[config.mk]
export PLATFORM = sky130hd
export DESIGN_NAME = spi_transaction_arbiter
export DESIGN_NICKNAME = d
export VERILOG_FILES = /design/src/rtl/spi_arb_pkg.sv /design/src/rtl/rr_arbiter.sv /design/src/rtl/spi_transaction_arbiter.sv
export SDC_FILE = /design/constraint.sdc
export NUM_CORES = 1
export LEC_CHECK = 0
export CAP_MARGIN = 20
export CORE_AREA = 2 2 176 178
export DETAILED_ROUTE_END_ITERATION = 8
export DIE_AREA = 0 0 178 180
export GPL_TIMING_DRIVEN = 0
export SLEW_MARGIN = 15
export SYNTH_ARGS = -nofsm -noshare
export SYNTH_HDL_FRONTEND = slang
export SYNTH_SLANG_ARGS = --single-unit
export TNS_END_PERCENT = 10
[constraint.sdc]
create_clock -name fabric_clk -period 3.15 [get_ports fabric_clk]
set_input_delay 0.4725 -clock fabric_clk [delete_from_list [all_inputs] [get_ports fabric_clk]]
set_output_delay 0.4725 -clock fabric_clk [all_outputs]
set_load 0.05 [all_outputs]
[src/rtl/spi_arb_pkg.sv]
// ---------------------------------------------------------------------------
// spi_arb_pkg
// Shared types for the SPI transaction arbiter: the controller state encoding
// and the response status codes returned alongside rsp_valid.
// ---------------------------------------------------------------------------
package spi_arb_pkg;

  typedef enum logic [1:0] {
    IDLE    = 2'd0,
    ISSUE   = 2'd1,
    WAIT    = 2'd2,
    RESPOND = 2'd3
  } arb_state_t;

  localparam logic [1:0] RSP_OK      = 2'b00;
  localparam logic [1:0] RSP_TIMEOUT = 2'b01;
  localparam logic [1:0] RSP_BADLEN  = 2'b10;

endpackage : spi_arb_pkg

[src/rtl/rr_arbiter.sv]
// ---------------------------------------------------------------------------
// rr_arbiter
// Purely combinational round-robin pick: the winner is the first set request
// bit found searching upward from ptr_i, wrapping modulo NUM_REQ.
//
// Ports
//   req_i        request vector
//   ptr_i        index where the search starts (highest priority this cycle)
//   grant_o      one-hot winner (all zero when nothing is requested)
//   grant_idx_o  binary index of the winner (0 when nothing is requested)
//   any_req_o    at least one request bit is set
// ---------------------------------------------------------------------------
module rr_arbiter #(
  parameter int unsigned NUM_REQ = 4
) (
  input  logic [NUM_REQ-1:0]         req_i,
  input  logic [$clog2(NUM_REQ)-1:0] ptr_i,
  output logic [NUM_REQ-1:0]         grant_o,
  output logic [$clog2(NUM_REQ)-1:0] grant_idx_o,
  output logic                       any_req_o
);

  localparam int unsigned IDX_W = $clog2(NUM_REQ);

  always_comb begin
    int unsigned idx;
    // NOTE: every output of a combinational block gets a default before any
    // branch; a path that leaves one unassigned would infer a latch.
    idx         = 0;
    grant_o     = '0;
    grant_idx_o = '0;
    any_req_o   = 1'b0;
    for (int unsigned i = 0; i < NUM_REQ; i++) begin
      idx = (32'(ptr_i) + i) % NUM_REQ;
      if (!any_req_o && req_i[idx]) begin
        any_req_o    = 1'b1;
        grant_o[idx] = 1'b1;
        grant_idx_o  = IDX_W'(idx);
      end
    end
  end

endmodule : rr_arbiter

[src/rtl/spi_transaction_arbiter.sv]
// ---------------------------------------------------------------------------
// spi_transaction_arbiter
// Shares one half-duplex SPI master between NUM_REQ fabric requesters. One
// transaction at a time is accepted round-robin, launched as a single-cycle
// length pulse, and completed either by the master's m_done strobe or by a
// programmable timeout. Read data and status return to the winner.
//
// Ports
//   fabric_clk, reset_n       clock; synchronous active-low reset
//   req_valid / req_ready     per-requester request and one-hot accept
//   req_length/data/rw_mask   packed per-requester transaction fields
//   rsp_valid                 one-cycle response strobe to the winner
//   rsp_data / rsp_error      captured read data and status (00/01/10)
//   timeout_cycles            WAIT limit in cycles, 0 disables
//   m_transaction_*           command to the SPI master
//   m_transaction_read_data   read data from the SPI master
//   m_done                    completion strobe from the SPI master
//   busy                      controller is not IDLE
//   grant_id                  current or last winner
// ---------------------------------------------------------------------------
module spi_transaction_arbiter
  import spi_arb_pkg::*;
#(
  parameter int unsigned NUM_REQ               = 4,
  parameter int unsigned DATA_WIDTH            = 32,
  parameter int unsigned TRANSACTION_LEN_WIDTH = 6,
  parameter int unsigned TIMEOUT_WIDTH         = 16
) (
  input  logic                                   fabric_clk,
  input  logic                                   reset_n,
  input  logic [NUM_REQ-1:0]                     req_valid,
  output logic [NUM_REQ-1:0]                     req_ready,
  input  logic [NUM_REQ*TRANSACTION_LEN_WIDTH-1:0] req_length,
  input  logic [NUM_REQ*DATA_WIDTH-1:0]          req_data,
  input  logic [NUM_REQ*DATA_WIDTH-1:0]          req_rw_mask,
  output logic [NUM_REQ-1:0]                     rsp_valid,
  output logic [DATA_WIDTH-1:0]                  rsp_data,
  output logic [1:0]                             rsp_error,
  input  logic [TIMEOUT_WIDTH-1:0]               timeout_cycles,
  output logic [TRANSACTION_LEN_WIDTH-1:0]       m_transaction_length,
  output logic [DATA_WIDTH-1:0]                  m_transaction_data,
  output logic [DATA_WIDTH-1:0]                  m_transaction_rw_mask,
  input  logic [DATA_WIDTH-1:0]                  m_transaction_read_data,
  input  logic                                   m_done,
  output logic                                   busy,
  output logic [$clog2(NUM_REQ)-1:0]             grant_id
);

  localparam int unsigned IDX_W = $clog2(NUM_REQ);
  localparam int unsigned LEN_W = TRANSACTION_LEN_WIDTH;

  arb_state_t               state_q, state_d;
  logic [IDX_W-1:0]         rr_ptr_q, rr_ptr_d;
  logic [IDX_W-1:0]         grant_q, grant_d;
  logic [LEN_W-1:0]         len_q, len_d;
  logic [DATA_WIDTH-1:0]    data_q, data_d;
  logic [DATA_WIDTH-1:0]    mask_q, mask_d;
  logic [DATA_WIDTH-1:0]    rsp_data_q, rsp_data_d;
  logic [1:0]               err_q, err_d;
  logic [TIMEOUT_WIDTH-1:0] wait_cnt_q, wait_cnt_d;

  logic [NUM_REQ-1:0]       win_oh;
  logic [IDX_W-1:0]         win_idx;
  logic                     any_req;
  logic [LEN_W-1:0]         win_len;
  logic [DATA_WIDTH-1:0]    win_data;
  logic [DATA_WIDTH-1:0]    win_mask;
  logic                     win_badlen;
  logic                     timeout_hit;

  rr_arbiter #(
    .NUM_REQ (NUM_REQ)
  ) u_rr_arbiter (
    .req_i       (req_valid),
    .ptr_i       (rr_ptr_q),
    .grant_o     (win_oh),
    .grant_idx_o (win_idx),
    .any_req_o   (any_req)
  );

  assign win_len  = req_length[32'(win_idx)*LEN_W +: LEN_W];
  assign win_data = req_data[32'(win_idx)*DATA_WIDTH +: DATA_WIDTH];
  assign win_mask = req_rw_mask[32'(win_idx)*DATA_WIDTH +: DATA_WIDTH];

  // Lengths the master cannot shift are rejected without touching the bus.
  assign win_badlen = (win_len == '0) || (32'(win_len) > DATA_WIDTH);

  // The counter reads 0 in the first WAIT cycle, so WAIT lasts exactly
  // timeout_cycles cycles before giving up.
  assign timeout_hit = (timeout_cycles != '0) &&
                       (wait_cnt_q == timeout_cycles - TIMEOUT_WIDTH'(1));

  always_comb begin
    state_d    = state_q;
    rr_ptr_d   = rr_ptr_q;
    grant_d    = grant_q;
    len_d      = len_q;
    data_d     = data_q;
    mask_d     = mask_q;
    rsp_data_d = rsp_data_q;
    err_d      = err_q;
    wait_cnt_d = wait_cnt_q;
    req_ready            = '0;
    rsp_valid            = '0;
    m_transaction_length = '0;

    unique case (state_q)
      IDLE: begin
        if (any_req) begin
          req_ready = win_oh;
          grant_d   = win_idx;
          len_d     = win_len;
          data_d    = win_data;
          mask_d    = win_mask;
          if (win_badlen) begin
            err_d   = RSP_BADLEN;
            state_d = RESPOND;
          end else begin
            state_d = ISSUE;
          end
        end
      end

      ISSUE: begin
        m_transaction_length = len_q;
        wait_cnt_d           = '0;
        state_d              = WAIT;
      end

      WAIT: begin
        if (wait_cnt_q != '1) begin
          wait_cnt_d = wait_cnt_q + TIMEOUT_WIDTH'(1);
        end
        // Completion takes priority over a timeout landing in the same cycle.
        if (m_done) begin
          rsp_data_d = m_transaction_read_data;
          err_d      = RSP_OK;
          state_d    = RESPOND;
        end else if (timeout_hit) begin
          err_d   = RSP_TIMEOUT;
          state_d = RESPOND;
        end
      end

      RESPOND: begin
        rsp_valid = NUM_REQ'(1) << grant_q;
        rr_ptr_d  = (grant_q == IDX_W'(NUM_REQ - 1)) ? '0 : grant_q + IDX_W'(1);
        state_d   = IDLE;
      end

      default: state_d = IDLE;
    endcase
  end

  // NOTE: state registers use non-blocking assignments and sample reset_n on
  // the clock edge only; reset is synchronous, so it is not in the sensitivity
  // list.
  always_ff @(posedge fabric_clk) begin
    if (!reset_n) begin
      state_q    <= IDLE;
      rr_ptr_q   <= '0;
      grant_q    <= '0;
      len_q      <= '0;
      data_q     <= '0;
      mask_q     <= '0;
      rsp_data_q <= '0;
      err_q      <= RSP_OK;
      wait_cnt_q <= '0;
    end else begin
      state_q    <= state_d;
      rr_ptr_q   <= rr_ptr_d;
      grant_q    <= grant_d;
      len_q      <= len_d;
      data_q     <= data_d;
      mask_q     <= mask_d;
      rsp_data_q <= rsp_data_d;
      err_q      <= err_d;
      wait_cnt_q <= wait_cnt_d;
    end
  end

  assign m_transaction_data    = data_q;
  assign m_transaction_rw_mask = mask_q;
  assign rsp_data              = rsp_data_q;
  assign rsp_error             = err_q;
  assign busy                  = (state_q != IDLE);
  assign grant_id              = grant_q;

endmodule : spi_transaction_arbiter

# Word level (Yosys, flattened, before mapping)
# Index checks and enable logic that the tools add are counted.
word_totals:
  inputBits: 335
  word_cells: 110
  reg_bits: 126
  output_inout_bits: 115
op_classes:
  eq_ne: 10
  add_sub_neg: 6
  shift: 4
  multipliers: 1
  magnitude_cmp: 9
  mux: 45
  n_reduce_logical: 23
  bitwise: 3
ops:
  columns: ["cell", "n"]
  rows:
  - ["128-bit by 8-bit variable part select with 32-bit output", 2]
  - ["16-bit one-hot mux with 2 select lines", 1]
  - ["4-bit two-way mux", 7]
  - ["2-bit two-way mux", 13]
  - ["24-bit by 6-bit variable part select with 6-bit output", 1]
  - ["16-bit by 1-bit adder with 16-bit output (second input constant)", 1]
  - ["16-bit == test", 1]
  - ["16-bit two-way mux", 1]
  - ["16-bit inequality test (second input constant)", 1]
  - ["16-bit nonzero test", 1]
  - ["16-bit by 1-bit subtractor with 16-bit output (second input constant)", 1]
  - ["2-bit by 3-bit less-than comparator with 1-bit output (second input constant)", 4]
  - ["1-bit two-way mux", 12]
  - ["4-bit bitwise OR", 3]
  - ["1-bit binary-select mux with 2-bit select", 4]
  - ["1-bit demux with 2-bit select", 4]
  - ["2-bit by 1-bit >= comparator with 1-bit output (second input constant)", 4]
  - ["1-bit logical AND", 8]
  - ["2-bit one-hot mux with 4 select lines", 1]
  - ["2-bit AND reduction", 4]
  - ["2-bit == test (second input constant)", 3]
  - ["6-bit > comparator (second input constant)", 1]
  - ["6-bit zero test", 1]
  - ["6-bit two-way mux", 1]
  - ["other kinds (13)", 21]

# Depth between registers and ports, before layout
depth:
  depth_word: 19
  depth_mapped: 15
  mapped_depth_nobuf: 11

# Hierarchy
# Synthesis repeated with hierarchy kept, for this count alone.
unflattened:
  hier_cells: 836
  hier_area_um2: 7487.2
modules_own_cells:
  columns: ["module", "seq_area_each_um2", "instances", "area_per_inst_um2", "cells_per_inst"]
  rows:
  - ["spi_transaction_arbiter", 2522.4, 1, 7068.0, 791]
  - ["rr_arbiter", 0.0, 1, 419.2, 45]

# Worst setup path before layout
# OpenSTA, ideal clock, no wires.
synth_path:
  path_type: "flip-flop to flip-flop"
  start: "register rr_ptr_q[1]"
  end: "register err_q[0] (netlist: rsp_error[0])"
  setup_slack_ns: -0.249
  period_less_slack_ns: 3.399
  stages_incl_launch_ff: 13
  setup_time_ns: 0.072
  required_time_ns: 3.078
  path_buffers: 2
  arrival_ns: 3.328
  cell_sequence: "dfxtp_1 -> clkbuf_1 -> inv_1 -> ha_1 -> buf_6 -> mux4_2 -> o221ai_4 -> o21a_4 -> mux2_2 -> a222oi_1 -> nand4_1 -> nand3_2 -> mux2i_1"
synth_between:
  elab_chain_cells: 18
  elab_cells_between_ends: 33
  cone_classes: "add/sub (3); mul (1); order compare (1); eq/ne (2); shift (1); mux (16); reduce/logical (9)"
synth_rtl:
  columns: ["element", "line_no", "rtl"]
  rows:
  - ["from (decl)", "spi_transaction_arbiter.sv:53", "logic [IDX_W-1:0] rr_ptr_q, rr_ptr_d;"]
  - ["from (signal assigned)", "spi_transaction_arbiter.sv:171", "rr_ptr_q <= rr_ptr_d;"]
  - ["parallel branches: the longest is 17 deep, another holds 2-bit by 2-bit multiplier with 4-bit output", null, null]
  - ["4-bit AND reduction (no source line) *", null, null]
  - ["to (signal assigned)", "spi_transaction_arbiter.sv:177", "err_q <= err_d;"]
  - ["to (decl)", "spi_transaction_arbiter.sv:59", "logic [1:0] err_q, err_d;"]
# Every way passes the cells marked *. The select of a mux whose other input is x is not followed.
# A chain may end at the register's enable or synchronous reset.

# Worst setup path in the final report
layout_path:
  start: "register rr_ptr_q[0]"
  end: "output port req_ready[3]"
layout_between:
  elab_chain_cells: 14
  elab_cells_between_ends: 50
  cone_classes: "add/sub (3); order compare (8); mux (26); bitwise (3); reduce/logical (10)"
layout_rtl:
  columns: ["element", "line_no", "rtl"]
  rows:
  - ["parallel branches: the longest is 12 deep, another holds 2-bit by 3-bit less-than comparator with 1-bit output", null, null]
  - ["4-bit two-way mux *", "spi_transaction_arbiter.sv:109", "if (any_req) begin"]
  - ["4-bit two-way mux *", "spi_transaction_arbiter.sv:107", "unique case (state_q)"]
  - ["to (decl)", "spi_transaction_arbiter.sv:32", "output logic [NUM_REQ-1:0] req_ready,"]
# Marked as above.

==> qor.yml <==
cpMostUsedCell: "buf_6"
power_density_nw_per_um2: 762.6
grt-ovfl-total: 0
setup_viol: 6
fin_crit_sh_pct: 103.0
numPortBuffers: 445
p_leak_nw: 5.544
cts_root_buf: "clkbuf_16"
synth_flop_cell: "dfxtp_1"
antenna_found_initial: 4
gp_congestion: 0.9236
clock-sinks: 126
die_y_um: 180
rows: 64
min_from: "m_transaction_data[23]"
p_total_mw: 10.93
synth-simple-area-share_pct: 39.95
wl_per_cell_um: 19.11
path_cells: "inv_8 > ha_4 > mux4_2 > buf_6 > nor2b_4 > buf_6 > a22oi_2 > nor2_1 > a221oi_2 > nor2_1 > buf_6"
start_kind: "register"
worst_ep_required_time_ps: 2680
violations: "negative setup slack"
synth_edf_count: 0
dp_hpwl_um: 33070
grt_pass1_vias: 10260
seqPwrFrac_pct: 20.8
r2r_cells: 12
swShare_pct: 50.67
r2r-end: "rsp_error[0]"
synth_seq_cells: 126
vdd_drop_max_mv: 0.3316
dr_wl_met2_um: 20350
r2r-start: "rr_ptr_q[0]"
design_area_um2: 14330
grt_first_pass_wirelength_um: 59560
cp-end-kind: "output pin"
drt-met1-wl_um: 16170
cts_buffers: 17
drive_gt1_share_pct: 8.208
syn_area_per_cell_um2: 6.808
skew_ps: 9.968
ant_nets: 0
cp.arrival_ps: 2770
critical_path_class: "reg2out"
setup_ws_ps: -95.43
crit_path_max_incr_delay_ps: 590
dr_wl_met3_um: 2831
postSynthCellCount: 1242
cts_tree: "yes"
synth_top_family_by_area: "simple AND/OR/NAND/NOR gates"
coreArea_um2: 30190
syn_area_um2: 8456
routed_via_density: 4.934
synthAdderAreaFrac_pct: 2.664
min_path_type: "reg2reg"
hold_path_depth: 2
die_area_um2: 32040
maxSlewHeadroom_pct: 46.25
area_growth_pct: 69.44
critPathTopFamily: "multiplexers"
grt_max_degree: 18
cts_buffer_depth: 2
seq_area_frac_synth_pct: 29.83
synth_xor_area_share_pct: 1.864
top_layer: "met4"
async_flop_share_pct: 0
grt_usage_pct: 24.75
synth_common_cells: "nand2_1, nand3_1, dfxtp_1"
syn-num-nets: 1595
slowest_stage: "mux4_2"
ys_types: 69
yosysTopAreaCell: "dfxtp_1"
clk_pin_slew_ps: 60
start_util_pct: 28.01
worst_pin_slew_ps: 806.3
io_pins: 450
internal-power_mw: 5.389
yosysWarnings: 0
cp_max_fo: 5
clockPowerShare_pct: 17.8
drt_pass1_iterations: 5
placed_area_um2: 13450
hold_path_end: "m_transaction_data[23]"
netSwitchingPower_mw: 5.536
muxShareOfSynthArea_pct: 2.974
holdWs_ps: 450.0
vias: 10510
path_buf_inv: 4
final_max_slew_viol_count: 0
die_x_um: 178
period_needed_ps: 3245
hold_viol_final: 0
clk_latency_ps: 420
utilization_pct: 47.46
fin_nets: 2070
drt_iter0_drc: 591
cap_violations: 0
drc_errors: 0
drt_wl_total_um: 40710
synth_area_leaders: "dfxtp_1, nand2_1, nand3_1"
status: "complete, but fails checks"
nFillCells: 3050
htree_levels: 4
max_freq_ghz: 0.3081
synth-compound-area-share_pct: 17.02
p_comb_share_pct: 61.4
rrSetupSlack_ps: -30
synth.most_common_cell: "nand2_1"
rsz0062_at_grt: "yes"
synthDominantCellAreaShare_pct: 29.83
-- placed cells by master (no fill, tap or decap), types with 4 or more instances in the layout --
| cell type | n |
|---|---|
| clkbuf_16 | 17 |
| inv_8 | 6 |
| a22oi_1 | 8 |
| xnor2_1 | 9 |
| nand3b_1 | 6 |
| nor2_1 | 26 |
| nor3_1 | 6 |
| and3_1 | 8 |
| clkbuf_2 | 12 |
| nand4_1 | 4 |
| clkbuf_4 | 11 |
| nor3b_1 | 7 |
| o22ai_1 | 4 |
| dfxtp_1 | 124 |
| nor2b_1 | 15 |
| o211ai_1 | 9 |
| ha_1 | 17 |
| diode_2 | 4 |
| buf_6 | 9 |
| o21ai_0 | 18 |
| mux2i_1 | 14 |
| a21boi_1 | 66 |
| nor4_1 | 6 |
| xor2_1 | 9 |
| buf_4 | 21 |
| clkdlybuf4s50_1 | 440 |
| a21boi_0 | 37 |
| inv_6 | 4 |
| nand2_1 | 423 |
| a21oi_1 | 13 |
| nand3_1 | 201 |
| and2_1 | 19 |
| buf_2 | 16 |
| inv_1 | 15 |
| clkbuf_1 | 43 |
-- flip-flops by register name, indices dropped and copies added, names as in the netlist --
register and flops:
rsp_data 32, rsp_error 2, m_transaction_rw_mask 32, len_q 6
rr_ptr_q 2, grant_id 2, state_q 2, m_transaction_data 32
wait_cnt_q 16
-- how the worst max path moves through the flow --
stage               cells after the start           end          from  slack [ps]
floorplan                              11  req_ready[3]   rr_ptr_q[0]          -6
CTS                                    11  req_ready[3]   rr_ptr_q[0]        -120
finish                                 11  req_ready[3]   rr_ptr_q[0]        -100
global placement                        8  req_ready[3]  req_valid[0]       -1130
detailed placement                      8  req_ready[3]  req_valid[0]       -1170
global route                           10  req_ready[3]   rr_ptr_q[0]        -220
-- cells by family after synthesis --
| family | Yosys count |
|---|---|
| compound gates | 193 |
| xor+xnor | 18 |
| fa+ha+maj | 18 |
| buf+inv | 116 |
| flops | 126 |
| mux | 22 |
| simple gates | 749 |
-- per-stage QoR --
stage	setup TNS (ps)	cells	setup slack [ps]
after floorplan	-5.699	1242	-5.699
after global placement	-58830	2083	-1132
after detailed placement	-57810	2083	-1175
after CTS	-612.5	2123	-119.2
after global routing	-1890	2130	-220.2
final	-276.3	2130	-95.43
-- per-layer routing --
metal	vias up	track usage, %
met1	4875	28.08
met2	391	43.83
met5	-	0
met4	0	9.836
met3	68	6.282
li1	5176	-
-- power groups by stage --
| stage | Combinational, mW | Sequential (mW) | Clock, mW |
|---|---|---|---|
| 6_report | 6.70 | 2.27 | 1.95 |
| 3_3_place_gp | 6.52 | 2.28 | 0 |
| 3_5_place_dp | 6.52 | 2.30 | 0 |
| 5_1_grt | 7.21 | 2.33 | 2.06 |
| 4_1_cts | 6.69 | 2.27 | 1.99 |
| 2_1_floorplan | 2.69 | 3.57 | 0 |
-- what timing repair did --
action                     in CTS  in global routing
hold endpoints to repair        0                  0
setup buffers                  11                  5
hold buffers                    0                  0
gates resized for setup        92                 22
gates cloned                    1                  0
pin swaps                       7                 11
setup endpoints to repair      74                 72
-- layout make-up --
| class | count | area, um2 | share of cell area [%] |
|---|---|---|---|
| inverters | 17 | 71.32 | 0.4978 |
| diodes | 4 | 10.01 | 0.06986 |
| well taps | 396 | 495.5 | 3.458 |
| clock buffers | 17 | 425.4 | 2.969 |
| clock inverters | 15 | 148.9 | 1.039 |
| repair buffers | 462 | 4597 | 32.08 |
| flip-flops and latches | 126 | 2530 | 17.66 |
| plain buffers | 93 | 491.7 | 3.432 |
| multi-input cells | 1000 | 5558 | 38.79 |
-- worst reg2reg max path: cells and delay by family (launching register included) --
family                     cells  cell delay [ps]
adders and majority gates      1              290
DFF                            1              390
muxes                          3             1070
and+or+nand+nor                3              520
AOI/OAI and AO/OA              2              510
buffers and inverters          3              330
No activity file was read; power rests on OpenSTA's default activity.
